==> config.mk <==
export PLATFORM = sky130hd
export DESIGN_NAME = pipeline_ctrl_flat
export DESIGN_NICKNAME = d
export VERILOG_FILES = /design/src/rtl/pipeline_ctrl_if.sv /design/src/rtl/pipeline_ctrl.sv /design/src/flat_wrapper.sv
export SDC_FILE = /design/constraint.sdc
export NUM_CORES = 1
export LEC_CHECK = 0
export CAP_MARGIN = 20
export CORE_MARGIN = 3
export CORE_UTILIZATION = 36
export DETAILED_ROUTE_END_ITERATION = 7
export GPL_ROUTABILITY_DRIVEN = 0
export PLACE_DENSITY = 0.78
export REMOVE_ABC_BUFFERS = 1
export SLEW_MARGIN = 20
export SYNTH_ARGS = -nofsm -noshare
export SYNTH_HDL_FRONTEND = slang
export SYNTH_SLANG_ARGS = --single-unit
export TNS_END_PERCENT = 1
==> constraint.sdc <==
create_clock -name clk_i -period 2.7 [get_ports clk_i]
set_input_delay 0.27 -clock clk_i [delete_from_list [all_inputs] [get_ports clk_i]]
set_output_delay 0.27 -clock clk_i [all_outputs]
set_load 0.005 [all_outputs]
==> src/rtl/pipeline_ctrl_if.sv <==
// Handshake bundle between the pipeline datapath and the central sequencer.
// The datapath side drives hazard/resource conditions and consumes the
// per-stage stall/flush strobes plus the divider status pulses.
interface pipeline_ctrl_if;
  logic [4:0] id_rs_i;
  logic [4:0] id_rt_i;
  logic       id_branch_stall_i;
  logic       ex_rmem_i;
  logic [4:0] ex_waddr_i;
  logic       ex_div_start_i;
  logic       mem_req_i;
  logic       mem_ack_i;
  logic       exc_valid_i;
  logic [4:0] stall_o;
  logic [4:0] flush_o;
  logic       div_busy_o;
  logic       div_done_o;
  logic       div_abort_o;
  logic [1:0] state_o;

  // Datapath side: raises conditions, obeys strobes.
  modport master (
    output id_rs_i, id_rt_i, id_branch_stall_i, ex_rmem_i, ex_waddr_i,
           ex_div_start_i, mem_req_i, mem_ack_i, exc_valid_i,
    input  stall_o, flush_o, div_busy_o, div_done_o, div_abort_o, state_o
  );

  // Sequencer side.
  modport slave (
    input  id_rs_i, id_rt_i, id_branch_stall_i, ex_rmem_i, ex_waddr_i,
           ex_div_start_i, mem_req_i, mem_ack_i, exc_valid_i,
    output stall_o, flush_o, div_busy_o, div_done_o, div_abort_o, state_o
  );
endinterface

==> src/rtl/pipeline_ctrl.sv <==
// Central pipeline sequencer for the five-stage core. Combines hazard and
// resource conditions into per-stage stall/flush strobes, bit order
// {WB,MEM,EX,ID,IF}. Owns the divider occupancy counter, the data-memory
// wait state and the two-cycle exception flush sequence.
// Priority: exception > memory wait > divide > load-use > branch stall.
module pipeline_ctrl #(
  parameter int unsigned DIV_CYCLES = 32
) (
  input  logic          clk_i,
  input  logic          rst_i,
  pipeline_ctrl_if.slave bus
);

  typedef enum logic [1:0] {
    RUN       = 2'd0,
    DIV_WAIT  = 2'd1,
    MEM_WAIT  = 2'd2,
    EXC_FLUSH = 2'd3
  } state_t;

  // Counter reload: start cycle plus DIV_CYCLES-1 waiting cycles.
  localparam logic [4:0] DIV_LOAD = 5'(DIV_CYCLES - 1);

  // Strobe patterns; a stalled stage followed by a running one flushes it.
  localparam logic [4:0] STALL_MEM   = 5'b01111;
  localparam logic [4:0] FLUSH_MEM   = 5'b10000;
  localparam logic [4:0] STALL_DIV   = 5'b00111;
  localparam logic [4:0] FLUSH_DIV   = 5'b01000;
  localparam logic [4:0] STALL_ID    = 5'b00011;
  localparam logic [4:0] FLUSH_ID    = 5'b00100;
  localparam logic [4:0] FLUSH_EXC   = 5'b01111;
  localparam logic [4:0] FLUSH_FETCH = 5'b00001;

  state_t     r_state;
  logic [4:0] r_cnt;

  state_t     w_next_state;
  logic [4:0] w_next_cnt;
  logic [4:0] w_stall;
  logic [4:0] w_flush;
  logic       w_busy;
  logic       w_done;
  logic       w_abort;
  logic       w_load_use;
  logic       w_mem_stall;

  // Load in EX writes a register the ID instruction reads; $0 never hazards.
  assign w_load_use = bus.ex_rmem_i && (bus.ex_waddr_i != 5'd0) &&
                      ((bus.ex_waddr_i == bus.id_rs_i) ||
                       (bus.ex_waddr_i == bus.id_rt_i));

  assign w_mem_stall = bus.mem_req_i && !bus.mem_ack_i;

  // Decode current state and conditions into strobes and next state.
  always_comb begin
    // NOTE: every output gets a default first so no path leaves a latch.
    w_next_state = r_state;
    w_next_cnt   = r_cnt;
    w_stall      = '0;
    w_flush      = '0;
    w_busy       = 1'b0;
    w_done       = 1'b0;
    w_abort      = 1'b0;

    if (bus.exc_valid_i) begin
      // Exception wins from any state, including a restart in EXC_FLUSH.
      w_flush      = FLUSH_EXC;
      w_next_state = EXC_FLUSH;
      w_next_cnt   = '0;
      w_abort      = (r_state == DIV_WAIT);
    end else begin
      unique case (r_state)
        RUN: begin
          if (w_mem_stall) begin
            w_stall      = STALL_MEM;
            w_flush      = FLUSH_MEM;
            w_next_state = MEM_WAIT;
          end else if (bus.ex_div_start_i) begin
            w_stall      = STALL_DIV;
            w_flush      = FLUSH_DIV;
            w_busy       = 1'b1;
            w_next_cnt   = DIV_LOAD;
            w_next_state = DIV_WAIT;
          end else if (w_load_use || bus.id_branch_stall_i) begin
            w_stall = STALL_ID;
            w_flush = FLUSH_ID;
          end
        end
        MEM_WAIT: begin
          if (!bus.mem_ack_i) begin
            w_stall = STALL_MEM;
            w_flush = FLUSH_MEM;
          end else begin
            w_next_state = RUN;
          end
        end
        DIV_WAIT: begin
          // New divide starts are ignored here, done cycle included.
          if (r_cnt != 5'd0) begin
            w_stall    = STALL_DIV;
            w_flush    = FLUSH_DIV;
            w_busy     = 1'b1;
            w_next_cnt = r_cnt - 5'd1;
          end else begin
            w_done       = 1'b1;
            w_next_state = RUN;
          end
        end
        EXC_FLUSH: begin
          // Kill the wrong-path fetch, then resume unconditionally.
          w_flush      = FLUSH_FETCH;
          w_next_state = RUN;
        end
        default: w_next_state = RUN;
      endcase
    end
  end

  // State and divider counter registers.
  always_ff @(posedge clk_i or negedge rst_i) begin
    if (!rst_i) begin
      r_state <= RUN;
      r_cnt   <= '0;
    end else begin
      // NOTE: sequential state uses non-blocking assignments only.
      r_state <= w_next_state;
      r_cnt   <= w_next_cnt;
    end
  end

  // NOTE: outputs are masked by reset so they drop at once even while
  // upstream conditions are still asserted; no abort pulse on reset.
  assign bus.stall_o     = rst_i ? w_stall : '0;
  assign bus.flush_o     = rst_i ? w_flush : '0;
  assign bus.div_busy_o  = rst_i && w_busy;
  assign bus.div_done_o  = rst_i && w_done;
  assign bus.div_abort_o = rst_i && w_abort;
  assign bus.state_o     = rst_i ? r_state : RUN;

endmodule

==> src/flat_wrapper.sv <==
// flat-port wrapper written by rule: the top's interface ports become plain ports
module pipeline_ctrl_flat 
#(
  parameter int unsigned DIV_CYCLES = 32
)
  (clk_i, rst_i, bus_id_rs_i, bus_id_rt_i, bus_id_branch_stall_i, bus_ex_rmem_i, bus_ex_waddr_i, bus_ex_div_start_i, bus_mem_req_i, bus_mem_ack_i, bus_exc_valid_i, bus_stall_o, bus_flush_o, bus_div_busy_o, bus_div_done_o, bus_div_abort_o, bus_state_o);
  pipeline_ctrl_if bus_i ();
  input  logic clk_i;
  input  logic rst_i;
  input wire logic [$bits(bus_i.id_rs_i)-1:0] bus_id_rs_i;
  input wire logic [$bits(bus_i.id_rt_i)-1:0] bus_id_rt_i;
  input wire logic [$bits(bus_i.id_branch_stall_i)-1:0] bus_id_branch_stall_i;
  input wire logic [$bits(bus_i.ex_rmem_i)-1:0] bus_ex_rmem_i;
  input wire logic [$bits(bus_i.ex_waddr_i)-1:0] bus_ex_waddr_i;
  input wire logic [$bits(bus_i.ex_div_start_i)-1:0] bus_ex_div_start_i;
  input wire logic [$bits(bus_i.mem_req_i)-1:0] bus_mem_req_i;
  input wire logic [$bits(bus_i.mem_ack_i)-1:0] bus_mem_ack_i;
  input wire logic [$bits(bus_i.exc_valid_i)-1:0] bus_exc_valid_i;
  output wire logic [$bits(bus_i.stall_o)-1:0] bus_stall_o;
  output wire logic [$bits(bus_i.flush_o)-1:0] bus_flush_o;
  output wire logic [$bits(bus_i.div_busy_o)-1:0] bus_div_busy_o;
  output wire logic [$bits(bus_i.div_done_o)-1:0] bus_div_done_o;
  output wire logic [$bits(bus_i.div_abort_o)-1:0] bus_div_abort_o;
  output wire logic [$bits(bus_i.state_o)-1:0] bus_state_o;
  assign bus_i.id_rs_i = bus_id_rs_i;
  assign bus_i.id_rt_i = bus_id_rt_i;
  assign bus_i.id_branch_stall_i = bus_id_branch_stall_i;
  assign bus_i.ex_rmem_i = bus_ex_rmem_i;
  assign bus_i.ex_waddr_i = bus_ex_waddr_i;
  assign bus_i.ex_div_start_i = bus_ex_div_start_i;
  assign bus_i.mem_req_i = bus_mem_req_i;
  assign bus_i.mem_ack_i = bus_mem_ack_i;
  assign bus_i.exc_valid_i = bus_exc_valid_i;
  assign bus_stall_o = bus_i.stall_o;
  assign bus_flush_o = bus_i.flush_o;
  assign bus_div_busy_o = bus_i.div_busy_o;
  assign bus_div_done_o = bus_i.div_done_o;
  assign bus_div_abort_o = bus_i.div_abort_o;
  assign bus_state_o = bus_i.state_o;
  pipeline_ctrl #(.DIV_CYCLES(DIV_CYCLES)) u_core (.clk_i(clk_i), .rst_i(rst_i), .bus(bus_i));
endmodule
==> results of run 1 <==
==> cell families (layout without fill, tap and decap cells) <==
group / after synthesis / count (layout) / share of synthesized area [%]
other: 1 / 1 / 0.5877
xor gates and xnor gates: 13 / 13 / 17.84
AOI/OAI and AO/OA: 15 / 15 / 18.24
buffers and inverters: 6 / 48 / 4.705
DFF: 7 / 7 / 27.45
and+or+nand+nor: 36 / 36 / 29.22
adders and majority gates: 1 / 1 / 1.960
==> Yosys cell counts <==
cell	count
nor2_1	12
xnor2_1	12
dfrtp_1	7
nand2_1	5
a211oi_1	4
nand2b_1	4
and2_1	3
inv_1	3
nand3_1	3
nor2b_1	3
o21ai_0	3
buf_4	2
nor3_1	2
a21o_1	1
a311oi_1	1
a31o_4	1
a31oi_1	1
and2_4	1
clkbuf_1	1
conb_1	1
ha_1	1
nor4_1	1
o21a_1	1
o21bai_1	1
o22ai_1	1
o311a_1	1
or2_4	1
or3b_4	1
xor2_1	1
==> metrics by stage <==
stage	cell area, um2	power, mW
finish	1071	0.4719
floorplan	619.3	0.2693
global placement	1025	0.3575
detailed placement	1025	0.3649
global route	1071	0.5092
CTS	1071	0.4776
==> registers in the layout (all words and copies together) (netlist names) <==
| name | flops |
|---|---|
| u_core.r_cnt | 5 |
| u_core.r_state | 2 |
==> timing repair <==
action                     4_1_cts  5_1_grt
setup endpoints to repair        3        0
resized for setup                5        0
setup buffers                    3        0
==> worst max path at each step <==
| stage | from | cells after the start | slack [ns] | end |
|---|---|---|---|---|
| 2_1_floorplan | u_core.r_cnt[0]$_DFFE_PN0P_ | 7 | 0.64 | bus_flush_o[3] |
| 3_3_place_gp | u_core.r_cnt[0]$_DFFE_PN0P_ | 8 | 0.18 | bus_flush_o[3] |
| 3_5_place_dp | u_core.r_cnt[0]$_DFFE_PN0P_ | 8 | 0.13 | bus_flush_o[3] |
| 4_1_cts | u_core.r_cnt[0]$_DFFE_PN0P_ | 8 | 0.08 | bus_flush_o[3] |
| 5_1_grt | u_core.r_cnt[0]$_DFFE_PN0P_ | 8 | 0.003 | bus_flush_o[3] |
| 6_report | u_core.r_cnt[0]$_DFFE_PN0P_ | 8 | 0.09 | bus_flush_o[3] |
==> metal layers <==
| layer | GRT usage, % | up-vias | wire length [um] |
|---|---|---|---|
| li1 | - | 352 | - |
| met1 | 17.74 | 312 | 649 |
| met2 | 31.13 | 37 | 887 |
| met3 | 7.380 | 4 | 168 |
| met4 | 6.452 | 0 | 29 |
| met5 | 0 | - | 0 |
==> worst max-delay path, delay by kind of cell (launching register included) <==
kind	cells	cell delay, ns
compound gates	2	0.45
fa+ha+maj	1	0.18
buf+inv	2	0.31
flops	1	0.38
simple gates	3	0.76
==> report_power, final <==
group	switching (mW)	internal [mW]	total, mW
combinational	0.0926	0.138	0.230
clock	0.0403	0.0565	0.0968
sequential	0.0218	0.123	0.145
total	0.155	0.317	0.472
==> area by class of cell <==
| class | count | area share, % |
|---|---|---|
| clock buffer | 4 | 2.453 |
| inverter | 3 | 1.051 |
| multi-input combinational | 66 | 40.65 |
| sequential | 7 | 16.36 |
| tap | 24 | 2.804 |
| timing repair buffer | 41 | 36.68 |
==> impl_metrics.json, run 1 <==
{
  "ant_nets": 0,
  "avgSynthCellArea_um2": 8.077,
  "drv_cap": 0,
  "cp.arrival_ns": 2.34,
  "skew_ns": 0.002746,
  "tns_ns": 0,
  "core_um2": 1594,
  "crit_type": "reg2out",
  "std_cell_rows": 14,
  "cts_tree": "done",
  "synth_top_cell_area_share_pct": 27.45,
  "leakagePower_nw": 0.4349,
  "maxSlewViolCount": 0,
  "area_growth_pct": 67.84,
  "synth_area_leaders": "dfrtp_1, xnor2_1, nor2_1, a211oi_1, nand2b_1",
  "r2r_start": "u_core.r_cnt[0]$_DFFE_PN0P_",
  "cts_root_buffer": "clkbuf_4",
  "grt_pass1_vias": 649,
  "holdBufCountCts": 0,
  "seq_area_um2": 175.2,
  "drt_iter0_markers": 11,
  "ir_worst_vdd_v": 0.0003209,
  "setup_viol": 0,
  "start_util_pct": 40.03,
  "clkTransAtPathRegs_ns": 0.05,
  "crit_fanout": 3,
  "r2r_slack_ns": 0.73,
  "grt_start_max_net_pins": 9,
  "r2r-end": "u_core.r_cnt[1]$_DFFE_PN0P_",
  "port-buffer-count": 36,
  "syn-cell-area_um2": 638.1,
  "multi_input_area_um2": 435.4,
  "die_w_um": 48.10,
  "required_ns": 2.43,
  "worst-r2r-cell-count": 7,
  "fmax_mhz": 383.6,
  "syn_inst": 79,
  "hold_violations": 0,
  "nNetsFinal": 146,
  "rsz0062_at_grt": "no",
  "dp_hpwl_um": 1438,
  "final_cell_mix": "clkdlybuf4s50_1, nor2_1, xnor2_1, dfrtp_1",
  "worst_hold_path_type": "in2async",
  "yosysTopAreaCell": "dfrtp_1",
  "grt.total_usage_pct": 17.33,
  "hold_ws_ns": 0.4650,
  "die_y_um": 48.10,
  "antenna_found_initial": 0,
  "power_density_nw_per_um2": 440.6,
  "cts_buffer_depth": 2,
  "crit_chain": "inv_1, ha_2, or3b_4, o21a_1, a31o_4, or2_4, and2_4, dlygate4sd2_1",
  "antennaDiodeCount": 0,
  "finalCritPeriodShare_pct": 96.54,
  "finalNonFillerCells": 145,
  "pre_cts_slack_ns": 0.1329,
  "cp_slowest_cell": "or3b_4",
  "cp_slowest_stage_delay_ns": 0.39,
  "cts_buffers": 3,
  "yosys_warnings": 0,
  "vias": 705,
  "clock_latency_ns": 0.26,
  "io_pins": 38,
  "fillCellCount": 140,
  "drt_wl_total_um": 1734,
  "layout_commonest_cell": "clkdlybuf4s50_1",
  "drt_drc_violations_left": 0,
  "yosysUniqueCellTypes": 29,
  "utilization_pct": 67.19,
  "ys_seq_area_share_pct": 27.45,
  "grt.overflow.total": 0,
  "cts.sinks": 7,
  "synth_seq_cells": 7,
  "wl_per_cell_um": 11.96,
  "grt_pass1_wl_um": 2691,
  "fin_ws_ns": 0.09343,
  "cp-start-kind": "flop",
  "dieArea_um2": 2314,
  "ctsHtreeMaxLevel": 1,
  "cp-end-kind": "output pin",
  "drive_gt1_share_pct": 10.74,
  "firstDrtPassIters": 4,
  "status": "finished clean",
  "fin_crit_ns": 2.607,
  "placed_cells": 138,
  "vias_per_cell": 4.862
}
Note: power is estimated with default switching activity, not from simulation.
==> inputs of run 2 (changes only) <==
--- a/config.mk
+++ b/config.mk
@@ -5,6 +5,7 @@
 export SDC_FILE = /design/constraint.sdc
 export NUM_CORES = 1
 export LEC_CHECK = 0
+export ABC_CLOCK_PERIOD_IN_PS = 2700
 export CAP_MARGIN = 20
 export CORE_MARGIN = 3
 export CORE_UTILIZATION = 36
==> results of run 2 <==
The final DEF is identical to that of run 1; final timing and power are the same.
